## config.mk

```make
export PLATFORM = sky130hd
export DESIGN_NAME = pipe_credit_sink
export DESIGN_NICKNAME = d
export VERILOG_FILES = /design/src/rtl/pipe_credit_sink.sv
export SDC_FILE = /design/constraint.sdc
export NUM_CORES = 1
export LEC_CHECK = 0
export CORE_ASPECT_RATIO = 0.9
export CORE_MARGIN = 3
export CORE_UTILIZATION = 60
export DETAILED_ROUTE_END_ITERATION = 8
export PLACE_DENSITY = 0.79
export SYNTH_ARGS = -nofsm -noshare
export SYNTH_HDL_FRONTEND = slang
export SYNTH_SLANG_ARGS = --single-unit
```

## constraint.sdc

```tcl
create_clock -name clk -period 3.2 [get_ports clk]
set_input_delay 0.64 -clock clk [delete_from_list [all_inputs] [get_ports clk]]
set_output_delay 0.64 -clock clk [all_outputs]
set_load 0.01 [all_outputs]
```

## src/rtl/pipe_credit_sink.sv

```systemverilog
// rtl/pipe_credit_sink.sv - credit-gated show-ahead FIFO sink for a free-running valid-tagged pipeline (optional PIPE_CREDIT_SINK_ERR_EN)
module pipe_credit_sink #(
    parameter int DATA_WIDTH = 16,
    parameter int LATENCY    = 10,
    parameter int DEPTH      = 16
) (
    input  logic                               clk,
    input  logic                               arst_n,
    input  logic                               src_valid_in,
    output logic                               src_ready_out,
    input  logic signed [DATA_WIDTH-1:0]       pipe_data_in,
    input  logic                               pipe_valid_in,
    output logic signed [DATA_WIDTH-1:0]       dst_data_out,
    output logic                               dst_valid_out,
    input  logic                               dst_ready_in,
    output logic [$clog2(DEPTH+1)-1:0]         level_out,
    output logic [1:0]                         err_out
);

    localparam int PTR_W = $clog2(DEPTH);
    localparam int CNT_W = $clog2(DEPTH + 1);
    localparam logic [CNT_W-1:0] DEPTH_C = CNT_W'(DEPTH);
    localparam logic [CNT_W-1:0] CNT_ONE = CNT_W'(1);
    localparam logic [PTR_W-1:0] PTR_ONE = PTR_W'(1);

    logic signed [DATA_WIDTH-1:0] mem [DEPTH];
    logic [PTR_W-1:0] wr_ptr;
    logic [PTR_W-1:0] rd_ptr;
    logic [PTR_W-1:0] rd_next;
    logic [CNT_W-1:0] occupancy;
    logic [CNT_W-1:0] inflight;
    logic [CNT_W:0]   committed;
    logic             accept;
    logic             pop;
    logic             full;
    logic             wr_en;

    // Credits count both stored and still-travelling samples; registers only, so no loop through src_valid_in or dst_ready_in.
    assign committed     = {1'b0, occupancy} + {1'b0, inflight};
    assign src_ready_out = committed < {1'b0, DEPTH_C};
    assign accept        = src_valid_in && src_ready_out;
    assign dst_valid_out = occupancy != '0;
    assign pop           = dst_valid_out && dst_ready_in;
    assign full          = occupancy == DEPTH_C;
    assign wr_en         = pipe_valid_in && (!full || pop);
    assign rd_next       = rd_ptr + PTR_ONE;
    assign level_out     = occupancy;

    // Samples accepted upstream but not yet emerged from the pipeline; saturates at zero on a spurious arrival.
    always_ff @(posedge clk or negedge arst_n) begin
        if (!arst_n) begin
            inflight <= '0;
        end else if (accept && !pipe_valid_in) begin
            inflight <= inflight + CNT_ONE;
        end else if (pipe_valid_in && !accept && inflight != '0) begin
            inflight <= inflight - CNT_ONE;
        end
    end

    // Storage array; contents are only meaningful between rd_ptr and wr_ptr, so it carries no reset.
    always_ff @(posedge clk) begin
        if (wr_en) begin
            mem[wr_ptr] <= pipe_data_in;
        end
    end

    // Pointer and occupancy bookkeeping; a write and a pop together leave occupancy unchanged.
    always_ff @(posedge clk or negedge arst_n) begin
        if (!arst_n) begin
            wr_ptr    <= '0;
            rd_ptr    <= '0;
            occupancy <= '0;
        end else begin
            if (wr_en) begin
                wr_ptr <= wr_ptr + PTR_ONE;
            end
            if (pop) begin
                rd_ptr <= rd_next;
            end
            if (wr_en && !pop) begin
                occupancy <= occupancy + CNT_ONE;
            end else if (pop && !wr_en) begin
                occupancy <= occupancy - CNT_ONE;
            end
        end
    end

    // Registered head: the entry behind the popped one, or the incoming sample when it becomes the only entry.
    always_ff @(posedge clk or negedge arst_n) begin
        if (!arst_n) begin
            dst_data_out <= '0;
        end else if (pop) begin
            if (occupancy == CNT_ONE) begin
                if (wr_en) begin
                    dst_data_out <= pipe_data_in;
                end
            end else begin
                dst_data_out <= mem[rd_next];
            end
        end else if (wr_en && occupancy == '0) begin
            dst_data_out <= pipe_data_in;
        end
    end

`ifdef PIPE_CREDIT_SINK_ERR_EN
    logic       overflow;
    logic       underflow;
    logic [1:0] err_q;

    assign overflow  = pipe_valid_in && full && !pop;
    assign underflow = pipe_valid_in && !accept && inflight == '0;

    // Sticky protocol-error flags {underflow, overflow}; only reset clears them.
    always_ff @(posedge clk or negedge arst_n) begin
        if (!arst_n) begin
            err_q <= 2'b00;
        end else begin
            err_q <= err_q | {underflow, overflow};
        end
    end

    assign err_out = err_q;
`else
    assign err_out = 2'b00;
`endif

endmodule

```

==> impl_metrics.tcl <==
set metrics [dict create \
    overflow 0 \
    die_h_um 139 \
    drt-initial-drc-count 502 \
    ys_seq_area_frac 0.726 \
    worstPathMaxFanout 6 \
    area_growth_pct 16.1 \
    critPathArrivalTime_ps 2420 \
    ant_nets 0 \
    grt_use_total 0.236 \
    routed_via_density 6.36 \
    place_inst 912 \
    gp_congestion 0.795 \
    cts_root_buf "clkbuf_16" \
    whs_ps 238 \
    cts_buffers 28 \
    grt_pass1_vias 6324 \
    cts_hold_buf 0 \
    final_hold_viol_count 0 \
    wl_per_cell_um 25.8 \
    clk_path_buf_depth 3 \
    finalWirelength_mm 24.8 \
    setup_violations 0 \
    mostFrequentLayoutCells "edfxtp_1 (256), mux4_2 (64), buf_4 (43)" \
    clkTransAtPathRegs_ps 70 \
    yosysUniqueCellTypes 42 \
    cts_tree "yes" \
    clock.fmax_mhz 327 \
    cts_htree_levels 1 \
    ir_worst_vdd_uv 631 \
    p_leak_nw 4.66 \
    worst_pin_slew_ps 917 \
    status "finished, final reports clean" \
    instances_no_fill 962 \
    clk_latency_ps 530 \
    yosysWarnings 0 \
    ys_ff_latch 290 \
    die-area_sq_mm 0.0213 \
    fin_skew_ps 15.1 \
    max_slew_margin 0.389 \
    grt_max_degree 67 \
    antenna_found_initial 0 \
    p_per_area_mw_per_mm2 982 \
    start_kind "flop" \
    synth_top_area_share 0.654 \
    dp_hpwl_mm 14.3 \
    syn_area_sq_mm 0.0118 \
    rr_worst_depth 10 \
    rsz0062_at_grt "no" \
    route.detailed.drc 0 \
    end_kind "output pin" \
    drtPass1Iterations 5 \
    start_util 0.625 \
    io_pins 46 \
    cap_violations 0 \
    finalCritPeriodShare 0.956 \
    synth_area_leader_cell "edfxtp_1" \
    drive_gt1_frac 0.257 \
    crit_required_ps 2560 \
    drv_slew 0 \
    min_period_ps 3060 \
    reg2reg_slack_ps 190 \
    final_common_cell "edfxtp_1" \
    crit_type "flop to output pin" \
    antenna_cells 0 \
    hold_path_class "primary input to asynchronous set/reset pin" \
    die_w_um 154 \
    fin_nets 734 \
    syn_area_per_cell_sq_um 19.2 \
    syn_inst 611 \
    grt_pass1_wl_mm 38.1 \
    portBuffers 43 \
    rows 47 \
    vias 6122 \
    coreArea_sq_mm 0.0188 \
    synth_area_leaders "edfxtp_1 (65%), mux4_2 (12%), dfrtp_1 (7.2%)" \
    tns_ps 0 \
    cts.sinks 290 \
    n_fill_cell 1106 \
]
[cell type report]
| type | count | area [sq um] | share of cell area |
|---|---|---|---|
| sequential | 290 | 8540 | 0.626 |
| multi-input combinational | 283 | 3070 | 0.225 |
| clock buffer | 34 | 764 | 0.0560 |
| timing repair buffer | 88 | 787 | 0.0576 |
| clock inverter | 16 | 156 | 0.0115 |
| tap | 245 | 307 | 0.0225 |
| inverter | 6 | 22.5 | 0.00165 |
[synth_stat cells, drive strengths merged]
| master | count |
|---|---|
| o31a | 1 |
| nand2 | 42 |
| or4b | 2 |
| inv | 6 |
| a2bb2oi | 2 |
| edfxtp | 256 |
| buf | 30 |
| nor2b | 1 |
| mux2i | 19 |
| nand3 | 3 |
| mux4 | 64 |
| o211ai | 16 |
| conb | 1 |
| or2 | 1 |
| and2 | 1 |
| or4 | 2 |
| a21o | 3 |
| nand2b | 2 |
| a21oi | 7 |
| clkbuf | 3 |
| dfrtp | 34 |
| fa | 1 |
| mux2 | 22 |
| a2111oi | 1 |
| o21ai | 2 |
| nor2 | 32 |
| xnor2 | 11 |
| nor3b | 1 |
| nand4 | 3 |
| nor3 | 5 |
| a31oi | 17 |
| xor2 | 4 |
| or3b | 1 |
| ha | 15 |
[state kept, by name, summed over array words and instances (netlist names)]
signal        cells
level_out         5
inflight          5
rd_ptr            4
mem             256
wr_ptr            4
dst_data_out     16
[final timing paths]
path | from | end
setup / recovery | level_out[1]$_DFFE_PN0P_ | dst_valid_out
hold / removal | arst_n | inflight[4]$_DFFE_PN0P_
setup reg to reg | inflight[4]$_DFFE_PN0P_ | inflight[4]$_DFFE_PN0P_
hold reg to reg | inflight[4]$_DFFE_PN0P_ | inflight[4]$_DFFE_PN0P_
max in group asynchronous | arst_n | rd_ptr[0]$_DFFE_PN0P_
min in group clk | inflight[4]$_DFFE_PN0P_ | inflight[4]$_DFFE_PN0P_
[critical path, stage by stage, from the launching register on]
cell and delay (ps):
dfrtp_1 460, inv_1 130, ha_1 240, or4b_4 550, clkdlybuf4s50_1 510
[routing by layer]
metal,vias up,wire [um],GRT usage
met1,3187,10000,0.352
met4,0,465,0.0539
met2,282,12200,0.380
met5,-,0,0
met3,38,2080,0.0356
li1,2615,-,-
[stage by stage]
step	area [sq um]	total power [W]	worst slack, ps	utilization
final	13700	0.0134	141	0.726
after global routing	13700	0.0140	20.9	0.726
after CTS	13600	0.0135	44.3	0.725
after detailed placement	12700	0.0102	-77.2	0.676
after global placement	12700	0.00997	-5.45	0.676
after floorplan	11800	0.00856	194	-
[report_power, final]
group | switching (W) | internal (W)
clock | 0.00134 | 0.00193
sequential | 0.000377 | 0.00468
combinational | 0.00258 | 0.00249
total | 0.00430 | 0.00911
[cell families after synthesis]
group	count (synthesis)	share of synthesized area
flip-flops	290	0.726
multiplexers	105	0.161
AND/OR/NAND/NOR	96	0.0366
AO/OA/AOI/OAI	49	0.0295
buffers and inverters	39	0.0177
adder cells (fa/ha/maj)	16	0.0177
XOR/XNOR	15	0.0112
other	1	0.000319
[repair_timing]
action / in CTS / in global routing
setup buffers: 0 / 0
gates resized for setup: 2 / 2
endpoints found under the setup margin: 1 / 2
No activity file was read; power rests on OpenSTA's default activity.
